==> src/rtl/minus_recovery_serial_pkg.sv <==
// Shared ALU definitions for the bit-serial two's-complement to sign-magnitude decoder.
package minus_recovery_serial_pkg;

  localparam int ALU_WIDTH = 6;

  typedef enum logic [1:0] {
    IDLE  = 2'd0,
    SHIFT = 2'd1,
    DONE  = 2'd2
  } state_t;

  localparam logic [ALU_WIDTH-1:0] MOST_NEG = {1'b1, {(ALU_WIDTH-1){1'b0}}};

endpackage

==> src/rtl/minus_recovery_serial_bit_cell.sv <==
// One serial step of copy-until-first-one-then-invert: seen_one flag plus the copy/invert mux.
module minus_bit_cell (
  input  logic clk,
  input  logic reset,
  input  logic b,
  input  logic neg,
  input  logic clear,
  input  logic enable,
  output logic out_bit
);

  logic seen_one;

  // The first 1 is copied unchanged; only later bits see the flag set.
  always_ff @(posedge clk) begin
    if (reset || clear) begin
      seen_one <= 1'b0;
    end else if (enable && neg && b) begin
      seen_one <= 1'b1;
    end
  end

  assign out_bit = (neg && seen_one) ? ~b : b;

endmodule

==> src/rtl/minus_recovery_serial.sv <==
// Bit-serial two's-complement to sign-magnitude converter, LSB first, start/busy/done framed.
module minus_recovery_serial
  import minus_recovery_serial_pkg::*;
#(
  parameter int WIDTH = ALU_WIDTH
) (
  input  logic             clk,
  input  logic             reset,
  input  logic             start,
  input  logic [WIDTH-1:0] X_Minus_in,
  output logic             busy,
  output logic             done,
  output logic             sign,
  output logic [WIDTH-1:0] magnitude,
  output logic             min_neg
);

  localparam int CW = (WIDTH > 1) ? $clog2(WIDTH) : 1;
  localparam logic [CW-1:0] LAST_COUNT = CW'(WIDTH - 1);

  state_t state, state_next;
  logic accept, step, last;
  logic [WIDTH-1:0] shreg, result, result_next;
  logic [CW-1:0] count;
  logic neg, low_zero, out_bit;

  always_ff @(posedge clk) begin
    if (reset) begin
      state <= IDLE;
    end else begin
      state <= state_next;
    end
  end

  always_comb begin
    state_next = state;
    accept     = 1'b0;
    step       = 1'b0;
    last       = 1'b0;
    case (state)
      IDLE: begin
        if (start) begin
          accept     = 1'b1;
          state_next = SHIFT;
        end
      end
      SHIFT: begin
        step = 1'b1;
        if (count == LAST_COUNT) begin
          last       = 1'b1;
          state_next = DONE;
        end
      end
      DONE:    state_next = IDLE;
      default: state_next = IDLE;
    endcase
  end

  minus_bit_cell u_cell (
    .clk     (clk),
    .reset   (reset),
    .b       (shreg[0]),
    .neg     (neg),
    .clear   (accept),
    .enable  (step),
    .out_bit (out_bit)
  );

  // Each output bit enters at the MSB so the word is aligned after WIDTH shifts.
  assign result_next = {out_bit, result[WIDTH-1:1]};

  always_ff @(posedge clk) begin
    if (reset) begin
      shreg    <= '0;
      result   <= '0;
      count    <= '0;
      neg      <= 1'b0;
      low_zero <= 1'b0;
    end else if (accept) begin
      shreg    <= X_Minus_in;
      result   <= '0;
      count    <= '0;
      neg      <= X_Minus_in[WIDTH-1];
      low_zero <= (X_Minus_in[WIDTH-2:0] == '0);
    end else if (step) begin
      shreg  <= shreg >> 1;
      result <= result_next;
      count  <= count + CW'(1);
    end
  end

  // Results update only on the final shift, so they hold steady through a conversion.
  always_ff @(posedge clk) begin
    if (reset) begin
      busy      <= 1'b0;
      done      <= 1'b0;
      sign      <= 1'b0;
      magnitude <= '0;
      min_neg   <= 1'b0;
    end else begin
      busy <= (state_next != IDLE);
      done <= (state_next == DONE);
      if (last) begin
        magnitude <= result_next;
        sign      <= neg;
        min_neg   <= neg & low_zero;
      end
    end
  end

endmodule

==> config.mk <==
export PLATFORM = sky130hd
export DESIGN_NAME = minus_recovery_serial
export DESIGN_NICKNAME = d
export VERILOG_FILES = /design/src/rtl/minus_recovery_serial_pkg.sv /design/src/rtl/minus_recovery_serial_bit_cell.sv /design/src/rtl/minus_recovery_serial.sv
export SDC_FILE = /design/constraint.sdc
export NUM_CORES = 1
export LEC_CHECK = 0
export BUFFER_PORTS_ARGS = -buffer_cell sky130_fd_sc_hd__buf_2
export CAP_MARGIN = 25
export CELL_PAD_IN_SITES_DETAIL_PLACEMENT = 0
export CELL_PAD_IN_SITES_GLOBAL_PLACEMENT = 1
export CORE_MARGIN = 2
export CORE_UTILIZATION = 41
export DETAILED_ROUTE_END_ITERATION = 8
export MAX_ROUTING_LAYER = met4
export PLACE_DENSITY = 0.8
export SLEW_MARGIN = 20
export SYNTH_ARGS = -nofsm -noshare
export SYNTH_HDL_FRONTEND = slang
export SYNTH_SLANG_ARGS = --single-unit
==> constraint.sdc <==
create_clock -name clk -period 1.52 [get_ports clk]
set_input_delay 0.456 -clock clk [delete_from_list [all_inputs] [get_ports clk]]
set_output_delay 0.456 -clock clk [all_outputs]
set_load 0.02 [all_outputs]
==> results by group, run 1 <==
Outcome
  • Status: completed

STA
  • Fin. max-slew vios: 0
  • Hold WS: 0.377 ns
  • RSZ-0062 raised after global routing: no
  • Worst-Margin Slew: 0.376 ns
  • Max Freq: 774 MHz
  • Tcrit/Tclk final: 85.0%
  • Hold Vio Cnt, Final: 0
  • Setup TNS: 0 ns
  • Setup slack after layout: 0.229 ns
  • Layout Skew: 0.00990 ns
  • Slew HR: 74.9%
  • Final setup viols: 0
  • Post-route minimum period: 1.29 ns

Clocking
  • CTS tree: built
  • CTS Buf Count: 5
  • Worst-Skew Late Latency: 0.33 ns
  • Post-CTS Setup Bufs: 0
  • Resize count post-CTS: 0
  • Deepest clock path buffer count: 2
  • CTS sink count: 29
  • Worst-path clk slew: 0.10 ns
  • H-tree depth: 2
  • Post-CTS Hold Fix Bufs: 0
  • Clock Tree Root: clkbuf_4

Setup path
  • Worst reg2reg path depth: 5
  • Critical Path RT: 1.06 ns
  • Crit path max fanout: 2
  • CP max-delay cell: dfxtp_1
  • Crit. End Element: output port
  • Buffers and inverters on the worst path: 1
  • CP Launch Type: flip-flop
  • Worst path cell trace: buf_2
  • WS Path Type: reg2out
  • Slowest stage delay, CP: 0.34 ns
  • Crit path depth: 1
  • CP top delay family: flip-flops
  • Worst EP arrival: 0.84 ns

Finish
  • Final core utilization: 50.1%
  • Layout cells sized above 1: 27.6%
  • ANT cells: 0
  • Final cell count without fillers: 183
  • Final Cell Area: 0.00137 mm2
  • Area Growth Syn to Fin: 16.1%
  • Layout Nets: 162

Power and ir drop
  • Pwr Total: 1.48 mW
  • Comb pwr share: 8.6%
  • Sw frac: 24.5%
  • Maximum VDD drop: 0.000758 V
  • PwrDens: 1080 mW/mm2
  • Leakage power: 0.571 nW
  • Sw Pwr: 362 uW
  • Seq pwr share: 54.7%
  • Internal power: 1.11 mW
  • Part of the power in the clock network: 36.7%

Placed design
  • Setup slack after placement: 0.0758 ns
  • Post-DP Area: 0.00130 mm2
  • Placed insts: 175
  • I/O Buffers: 18
  • Detailed Place HPWL: 1500 um
  • Final GP Congestion: 0.707

Die
  • Die ar.: 0.00332 mm2
  • Die height: 57.6 um
  • CORE AREA: 0.00273 mm2
  • Die Wd: 57.6 um
  • Site Rows: 19
  • Initial Utilization: 43.2%
  • # IOs: 19

Route
  • Final ANT Viol Nets: 0
  • DR WL/cell: 11.8 um
  • Via count: 944
  • Remaining DRCs: 0
  • Final WL: 2150 um
  • Pre-antenna DRT Iters: 4
  • Via density: 5.16
  • First DRT Iteration DRCs: 24

Min path
  • HP Class: in2reg
  • Worst hold path stage count: 3

Global route
  • Total gr overflow: 0
  • GRT Resource Usage Total: 15.5%
  • Pin count of the biggest net entering global routing: 17
  • First-pass GRT wire length: 3800 um
  • Number of antenna violations at the first check in global routing: 0
  • Vias in the first global route: 915

Synth
  • Post-synth EDFFs: 0
  • Synthesized net count: 139
  • Post-synth cell types: 32
  • Share of flip-flops with an asynchronous set or reset: 0%
  • Sequential element share of the synthesized area: 49.2%
  • Mapped Cells: 128
  • Top_reg_cell synth: dfxtp_1
  • YS warnings: 0
  • Syn Area/Cell: 9.22 um2
  • Register bit count reported by yosys: 29
  • Mapped Area: 0.00118 mm2

Flow run
  • Max-Cap Viols: 0
-- power groups by stage --
stage	clock network, mW	registers (mW)	logic (mW)
6_report	0.542	0.807	0.127
2_1_floorplan	0	0.818	0.0986
3_3_place_gp	0	0.823	0.125
5_1_grt	0.584	0.812	0.145
4_1_cts	0.554	0.806	0.129
3_5_place_dp	0	0.824	0.129
-- layer usage --
| layer | global-route usage [%] | up-vias | wire length (um) |
|---|---|---|---|
| met3 | 6.03 | 6 | 112 |
| met1 | 17.1 | 437 | 1050 |
| li1 | - | 484 | - |
| met2 | 24.8 | 17 | 944 |
| met5 | - | - | 0 |
| met4 | 6.98 | 0 | 43 |
-- state kept, by name, summed over array words and instances, names as in the netlist --
signal and cells:
result 5, magnitude 6, state 2, count 3
u_cell.seen_one 1, shreg 6, done 1, busy 1
min_neg 1, neg 1, low_zero 1, sign 1
-- synth_stat cells, types with 2 or more instances --
cell type / number / share of area (%)
a211oi_2: 2 / 2.1
a21oi_1: 12 / 5.1
buf_2: 2 / 0.85
buf_4: 3 / 1.9
dfxtp_1: 29 / 49
ha_1: 2 / 2.1
inv_1: 2 / 0.64
mux2i_1: 5 / 4.2
nand2_1: 14 / 4.5
nand2b_1: 5 / 2.7
nand3_1: 2 / 0.85
nor2_1: 21 / 6.7
nor3_1: 5 / 2.1
or3b_2: 5 / 3.7
xor2_1: 2 / 1.5
-- area by class of cell --
class	count	area [um2]
Clock buffer	7	65.1
Clock inverter	1	5.00
Fill cell	268	1360
Inverter	2	7.51
Multi-Input combinational cell	90	544
Sequential cell	29	582
Tap cell	31	38.8
Timing Repair Buffer	23	128
-- worst paths after layout --
kind / startpoint / endpoint / slack, ns
worst max-delay path: sign / sign / 0.23
worst min-delay path: X_Minus_in[5] / neg / 0.38
worst max register to register: count[0] / magnitude[1] / 0.23
worst min register to register: magnitude[4] / magnitude[4] / 0.45
-- layout by cell type (no fill, tap or decap), types with 2 or more instances in the layout --
| master | count |
|---|---|
| buf_4 | 5 |
| nor2_1 | 21 |
| a211oi_2 | 2 |
| ha_1 | 2 |
| buf_2 | 18 |
| nand3_1 | 2 |
| a21oi_1 | 12 |
| nand2_1 | 14 |
| clkbuf_4 | 5 |
| dfxtp_1 | 28 |
| xor2_1 | 2 |
| mux2i_1 | 5 |
| inv_1 | 2 |
| nand2b_1 | 5 |
| clkbuf_8 | 2 |
| or3b_2 | 5 |
| nor3_1 | 5 |
-- kinds of logic (layout without fill, tap and decap cells) --
family                     after synthesis  in the layout  share of synthesized area (%)
xor gates and xnor gates                 3              3                           2.23
buffers and inverters                    9             33                           4.67
AOI/OAI and AO/OA                       21             21                           11.7
and+or+nand+nor                         59             59                           25.9
muxes                                    5              5                           4.24
adders and majority gates                2              2                           2.12
DFF                                     29             29                           49.2
Note: power is estimated with default switching activity, not from simulation.
==> run 2, diff against run 1 <==
CORE_UTILIZATION = 37   (was 41)
PLACE_DENSITY = 0.77   (was 0.8)
clock period = 1.1 ns   (was 1.52 ns; I/O delays follow)
==> run 2 against run 1 <==
  * The flow now finishes with violations (negative setup slack)
  * Wire length grew 27%
  * Flip-flop and latch count is the same
  * Worst setup slack lost 0.32 ns
  * Final area grew 29%
  * Clock skew grew 0.0018 ns
  * Non-clock buffer count grew 18
  * Register-to-register slack lost 0.32 ns
  * Critical path type is now reg2reg
  * Critical endpoint is now result[4]
  * Largest power group unchanged
==> results by group, run 2 (synthesized netlist as in run 1, its figures left out) <==
Outcome
  • Status: complete, but fails checks
  • Violated checks: negative setup slack

Global route
  • Vias in the first global route: 1026 (+12%)
  • Total gr overflow: 0 (unchanged)
  • GR Layer Usage met1: 19.1% (+2.0 points)
  • Number of antenna violations at the first check in global routing: 0 (unchanged)
  • First-pass GRT wire length: 4530 um (+19%)
  • Met3 Use GR: 5.12% (-0.91 points)
  • GRT Resource Usage Total: 17.7% (+2.1 points)
  • Pin count of the biggest net entering global routing: 13 (-4)
  • Most Crowded Layer GR: met2
  • Met2 Use GR: 29.8% (+5.0 points)

Clocking
  • CTS tree: built
  • Worst-path clk slew: 0.10 ns (about the same)
  • CTS Buf Count: 5 (unchanged)
  • Clock Tree Root: clkbuf_4
  • Worst-Skew Late Latency: 0.33 ns (about the same)
  • Deepest clock path buffer count: 2 (unchanged)
  • H-tree depth: 2 (unchanged)
  • Post-CTS Hold Fix Bufs: 0 (unchanged)
  • CTS sink count: 29 (unchanged)

STA
  • Slew HR: 79.8% (+4.9 points)
  • Hold Vio Cnt, Final: 0 (unchanged)
  • Setup slack after layout: -0.0866 ns (-0.315 ns)
  • Worst-Margin Slew: 0.301 ns (-0.0745 ns)
  • Post-route minimum period: 1.19 ns
  • Max Freq: 843 MHz
  • Fin. max-slew vios: 0 (unchanged)
  • Tcrit/Tclk final: 108%
  • Layout Skew: 0.0117 ns (+0.00179 ns)
  • Final setup viols: 28 (+28)
  • RSZ-0062 raised after global routing: yes

Setup path
  • Critical Path RT: 1.33 ns (+0.27 ns)
  • WS Path Type: reg2reg
  • Reg-to-reg startpoint: state[0]
  • Worst EP arrival: 1.42 ns (+0.58 ns)
  • Crit. End Element: flip-flop
  • Crit path max fanout: 7 (+5)
  • CP Launch Type: flip-flop
  • Crit. Startpoint: state[0]

Die
  • Initial Utilization: 38.6% (-4.5 points)
  • Die ar.: 0.00366 mm2 (+10%)
  • CORE AREA: 0.00305 mm2 (+12%)
  • Die height: 60.5 um (+4.9%)
  • Site Rows: 20 (+1)
  • Die Wd: 60.5 um (+4.9%)
  • # IOs: 19 (unchanged)

Placed design
  • Detailed Place HPWL: 1720 um (+14%)
  • Post-DP Area: 0.00141 mm2 (+8.2%)
  • I/O Buffers: 18 (unchanged)
  • Final GP Congestion: 0.759 (+7.3%)

Route
  • Remaining DRCs: 0 (unchanged)
  • Via count: 1013 (+7.3%)
  • DR WL/cell: 12.8 um (+8.7%)
  • Final ANT Viol Nets: 0 (unchanged)
  • First DRT Iteration DRCs: 15 (-38%)
  • Pre-antenna DRT Iters: 3 (-1)
  • Via density: 4.73 (-8.2%)
  • Final WL: 2740 um (+27%)

Power and ir drop
  • Sw frac: 27.5% (+3.0 points)
  • Comb pwr share: 15.2% (+6.6 points)
  • PwrDens: 1160 mW/mm2 (+7.6%)
  • Pwr Total: 2.05 mW (+39%)
  • Maximum VDD drop: 0.000639 V (-16%)
  • Part of the power in the clock network: 30.8% (-5.9 points)
  • Sw Pwr: 564 uW (+56%)
  • Leakage power: 0.717 nW (+25%)
  • Seq pwr share: 54.0% (-0.7 points)
  • Internal power: 1.49 mW (+34%)

Min path
  • HP Class: in2reg
  • Hold path start: reset

Finish
  • Most frequent cells in the layout: nor2_1, buf_6, dfxtp_1
  • Final Cell Area: 0.00177 mm2 (+29%)
  • # fillers: 277 (+3.4%)
  • Layout Nets: 180 (+11%)
  • Area Growth Syn to Fin: 50.2%
  • Layout cells sized above 1: 56.5% (+29 points)
  • Final core utilization: 58.0% (+7.9 points)
  • Biggest registers after layout: magnitude (6), shreg (6), result (5)
  • ANT cells: 0 (unchanged)
  • Commonest non-fill, non-tap cell in the layout: nor2_1

Flow run
  • Max-Cap Viols: 0 (unchanged)
-- run 2: cell types whose count changed in the layout (fill, tap and decap cells not counted), moves of 7 or more --
cell / previous run / this run
a21oi_1: 12 / 5
a21oi_2: 0 / 7
buf_2: 18 / 9
buf_4: 5 / 14
buf_6: 0 / 17
dfxtp_1: 28 / 15
dfxtp_2: 1 / 11
-- run 2: what timing repair did --
| item | CTS | global route |
|---|---|---|
| pin swaps | 15 | 9 |
| cloned | 2 | 0 |
| buffers inserted | 2 | 3 |
| gates resized for setup | 58 | 19 |
| setup endpoints to repair | 35 | 35 |
-- run 2: power groups by stage --
stage	registers, mW	clock network [mW]	logic (mW)
3_3_place_gp	1.13	0	0.218
6_report	1.11	0.632	0.311
3_5_place_dp	1.13	0	0.225
5_1_grt	1.11	0.718	0.335
2_1_floorplan	1.13	0	0.137
4_1_cts	1.11	0.655	0.274
-- run 2: layout make-up --
| type | count | area (um2) | share of cell area, % |
|---|---|---|---|
| clock buffer | 5 | 37.5 | 2.12 |
| clock inverter | 3 | 17.5 | 0.989 |
| inverter | 2 | 7.51 | 0.424 |
| multi-input combinational | 90 | 692 | 39.1 |
| sequential | 29 | 606 | 34.2 |
| tap | 44 | 55.1 | 3.11 |
| timing repair buffer | 41 | 357 | 20.1 |
-- run 2: worst paths after layout --
kind | slack [ns] | to | depth (start not counted)
min reg2reg | 0.47 | magnitude[1] | 2
max | -0.09 | result[4] | 5
max reg2reg | -0.09 | result[4] | 5
min | 0.21 | state[0] | 2
-- run 2: worst max-delay path: stages (launching register included) --
cell and delay, ns:
dfxtp_4 0.39, buf_6 0.12, nor2b_4 0.16, buf_8 0.15, mux2i_1 0.21, nor2_1 0.06
-- run 2: per-stage QoR --
stage | std cells | setup TNS, ns | worst slack [ns] | hold slack, ns
final | 214 | -1.03 | -0.0866 | 0.208
after global routing | 214 | -2.48 | -0.130 | 0.197
after CTS | 211 | -1.10 | -0.0945 | 0.202
after detailed placement | 199 | -3.59 | -0.206 | 0.443
after global placement | 199 | -2.95 | -0.170 | 0.439
after floorplan | 128 | 0 | 0.00630 | 0.431
-- run 2: layer usage --
layer  up-vias  part of all wire [%]
met5         -                     0
met2        14                    53
li1        515                     -
met3         6                   2.8
met4         0                   1.9
met1       478                    42
==> run 3, diff against run 2 <==
CORE_UTILIZATION = 39   (was 37)
CTS_BUF_LIST = sky130_fd_sc_hd__clkbuf_8   (was unset)
GPL_TIMING_DRIVEN = 0   (was unset)
PLACE_DENSITY = 0.8   (was 0.77)
clock period = 1 ns   (was 1.1 ns; I/O delays follow)
==> run 3 against run 2 <==
  * The run still ends with negative setup slack left
  * Die area down 4.8%
  * Critical path depth is 1 higher
  * Hold slack better by 0.069 ns
  * Count of clock-buffer cells in the layout is the same
  * Via count rose by 0.79%
  * Non-clock buffer count is 3 lower
  * First-iteration DRC count grew 110%
  * Wire length down 2.4%
  * Final cell count decreased by 7.0%
  * Critical path type unchanged
  * Largest cell class unchanged
==> results by group, run 3 (synthesized netlist as in run 1, its figures left out) <==
Finish
  • Commonest non-fill, non-tap cell in the layout: nor2_1
  • Most frequent cells in the layout: nor2_1, nand2_1, dfxtp_1
  • Layout cells sized above 1: 52.4% (-4.1 points)
  • Layout Nets: 178 (-1.1%)
  • Final core utilization: 61.8% (+3.7 points)
  • ANT cells: 0 (unchanged)
  • Area Growth Syn to Fin: 46.9%
  • Final cell count without fillers: 199 (-7.0%)
  • Biggest registers after layout: magnitude (6), shreg (6), result (5)

Die
  • CORE AREA: 0.00281 mm2 (-8.1%)
  • Initial Utilization: 42.1% (+3.4 points)
  • Die Wd: 59.0 um (-2.4%)
  • Die height: 59.0 um (-2.4%)
  • # IOs: 19 (unchanged)
  • Die ar.: 0.00348 mm2 (-4.8%)
  • Site Rows: 19 (-5.0%)

STA
  • Post-route minimum period: 1.14 ns (-0.0427 ns)
  • Hold Vio Cnt, Final: 0 (unchanged)
  • Final setup viols: 37 (+32%)
  • Worst-Margin Slew: 0.510 ns (+0.208 ns)
  • RSZ-0062 raised after global routing: yes
  • Max Freq: 874 MHz (+3.7%)
  • Slew HR: 66.0% (-14 points)
  • Hold WS: 0.277 ns (+0.0692 ns)
  • Tcrit/Tclk final: 114% (+6.5 points)
  • Layout Skew: 0.00966 ns (-0.00203 ns)
  • Setup slack after layout: -0.144 ns (-0.0573 ns)
  • Fin. max-slew vios: 0 (unchanged)

Global route
  • Met2 Use GR: 27.6% (-2.2 points)
  • Met3 Use GR: 7.21% (+2.1 points)
  • GR Layer Usage met1: 20.1% (+1.0 points)
  • Pin count of the biggest net entering global routing: 11 (-2)
  • First-pass GRT wire length: 4330 um (-4.4%)
  • Most Crowded Layer GR: met2
  • Number of antenna violations at the first check in global routing: 0 (unchanged)
  • Total gr overflow: 0 (unchanged)
  • GRT Resource Usage Total: 17.6% (-0.046 points)
  • Vias in the first global route: 965 (-5.9%)

Clocking
  • CTS sink count: 29 (unchanged)
  • Worst-path clk slew: 0.06 ns (-0.04 ns)
  • Worst-Skew Late Latency: 0.29 ns (-0.04 ns)
  • CTS tree: built
  • Post-CTS Hold Fix Bufs: 0 (unchanged)
  • Clock Tree Root: clkbuf_8
  • CTS Buf Count: 5 (unchanged)
  • H-tree depth: 2 (unchanged)
  • Deepest clock path buffer count: 2 (unchanged)

Route
  • Final WL: 2670 um (-2.4%)
  • Final ANT Viol Nets: 0 (unchanged)
  • Remaining DRCs: 0 (unchanged)
  • Via density: 5.13 (+8.4%)
  • Via count: 1021 (+0.79%)
  • First DRT Iteration DRCs: 31 (+16)
  • DR WL/cell: 13.4 um (+5.0%)
  • Pre-antenna DRT Iters: 3 (unchanged)

Min path
  • HP Class: in2reg
  • Worst Hold End: neg
  • Hold path start: X_Minus_in[5]
  • Worst hold path stage count: 3 (+1)

Placed design
  • Final GP Congestion: 0.722 (-4.9%)
  • Detailed Place HPWL: 1580 um (-8.1%)
  • I/O Buffers: 17 (-1)
  • Placed insts: 176 (-12%)
  • Setup slack after placement: -0.301 ns (-0.0949 ns)

Power and ir drop
  • Leakage power: 0.725 nW (+1.1%)
  • Sw Pwr: 638 uW (+13%)
  • Maximum VDD drop: 0.000771 V (+21%)
  • Internal power: 1.83 mW (+23%)
  • PwrDens: 1420 mW/mm2 (+23%)
  • Part of the power in the clock network: 38.4% (+7.6 points)
  • Comb pwr share: 12.0% (-3.2 points)
  • Sw frac: 25.9% (-1.6 points)
  • Seq pwr share: 49.6% (-4.4 points)

Outcome
  • Violated checks: negative setup slack
  • Status: complete, but fails checks

Setup path
  • Flop2flop setup slack: -0.14 ns (-0.06 ns)
  • Crit path max fanout: 4 (-3)
  • WS Path Type: reg2reg
  • Worst reg2reg path depth: 6 (+1)
  • Worst R2R End: sign
  • Reg-to-reg startpoint: count[1]
  • CP Launch Type: flip-flop
  • Critical Path RT: 1.15 ns (-0.18 ns)
  • Crit. End Element: flip-flop
  • Worst EP arrival: 1.29 ns (-0.13 ns)

Flow run
  • Max-Cap Viols: 0 (unchanged)
run 3: cell count changes in the layout (fill, tap and decap cells not counted), sizes merged:
cell and delta:
buf -5, clkbuf +2, nand4b +1
run 3: what timing repair did:
item	4_1_cts	5_1_grt
gates cloned	2	1
endpoints found under the setup margin	38	38
setup buffers	6	7
pin swaps	1	3
gates resized for setup	55	10
run 3: power groups by stage:
stage | Clock (mW) | Combinational [mW] | Sequential, mW
2_1_floorplan | 0 | 0.155 | 1.25
3_3_place_gp | 0 | 0.205 | 1.25
3_5_place_dp | 0 | 0.212 | 1.25
4_1_cts | 0.968 | 0.282 | 1.22
5_1_grt | 1.02 | 0.326 | 1.23
6_report | 0.946 | 0.297 | 1.22
run 3: how the worst max path moves through the flow:
stage / slack [ns] / end / depth (start not counted) / startpoint
after floorplan: -0.05 / magnitude[5] / 6 / count[1]
after global placement: -0.29 / done / 5 / start
after global routing: -0.20 / min_neg / 6 / count[1]
after detailed placement: -0.30 / done / 5 / start
after CTS: -0.14 / min_neg / 6 / count[1]
final: -0.14 / sign / 6 / count[1]
run 3: worst max-delay path, stage by stage, from the launching register on:
cell      delay (ns)
dfxtp_2         0.32
inv_2           0.05
ha_4            0.13
buf_4           0.12
nand4b_2        0.20
nand2_1         0.12
a21oi_1         0.06
run 3: metrics by stage:
stage               power, mW  setup TNS, ns  area [um2]
floorplan                1.40          -1.14        1210
global placement         1.45          -6.19        1340
detailed placement       1.46          -6.54        1340
CTS                      2.47          -2.68        1640
global route             2.57          -4.78        1730
finish                   2.47          -2.59        1730
run 3: layout make-up:
class	count	area, um2
plain buffers	7	76.3
clock buffers	5	68.8
clock inverters	3	17.5
fillers	250	1070
inverters	2	7.51
multi-input cells	91	667
flip-flops and latches	29	607
well taps	31	38.8
repair buffers	31	250
run 3: metal layers:
| metal | share of wire (%) | wire length [um] |
|---|---|---|
| met2 | 48 | 1290 |
| met4 | 1.0 | 27 |
| met3 | 2.7 | 73 |
| met5 | 0 | 0 |
| met1 | 48 | 1280 |
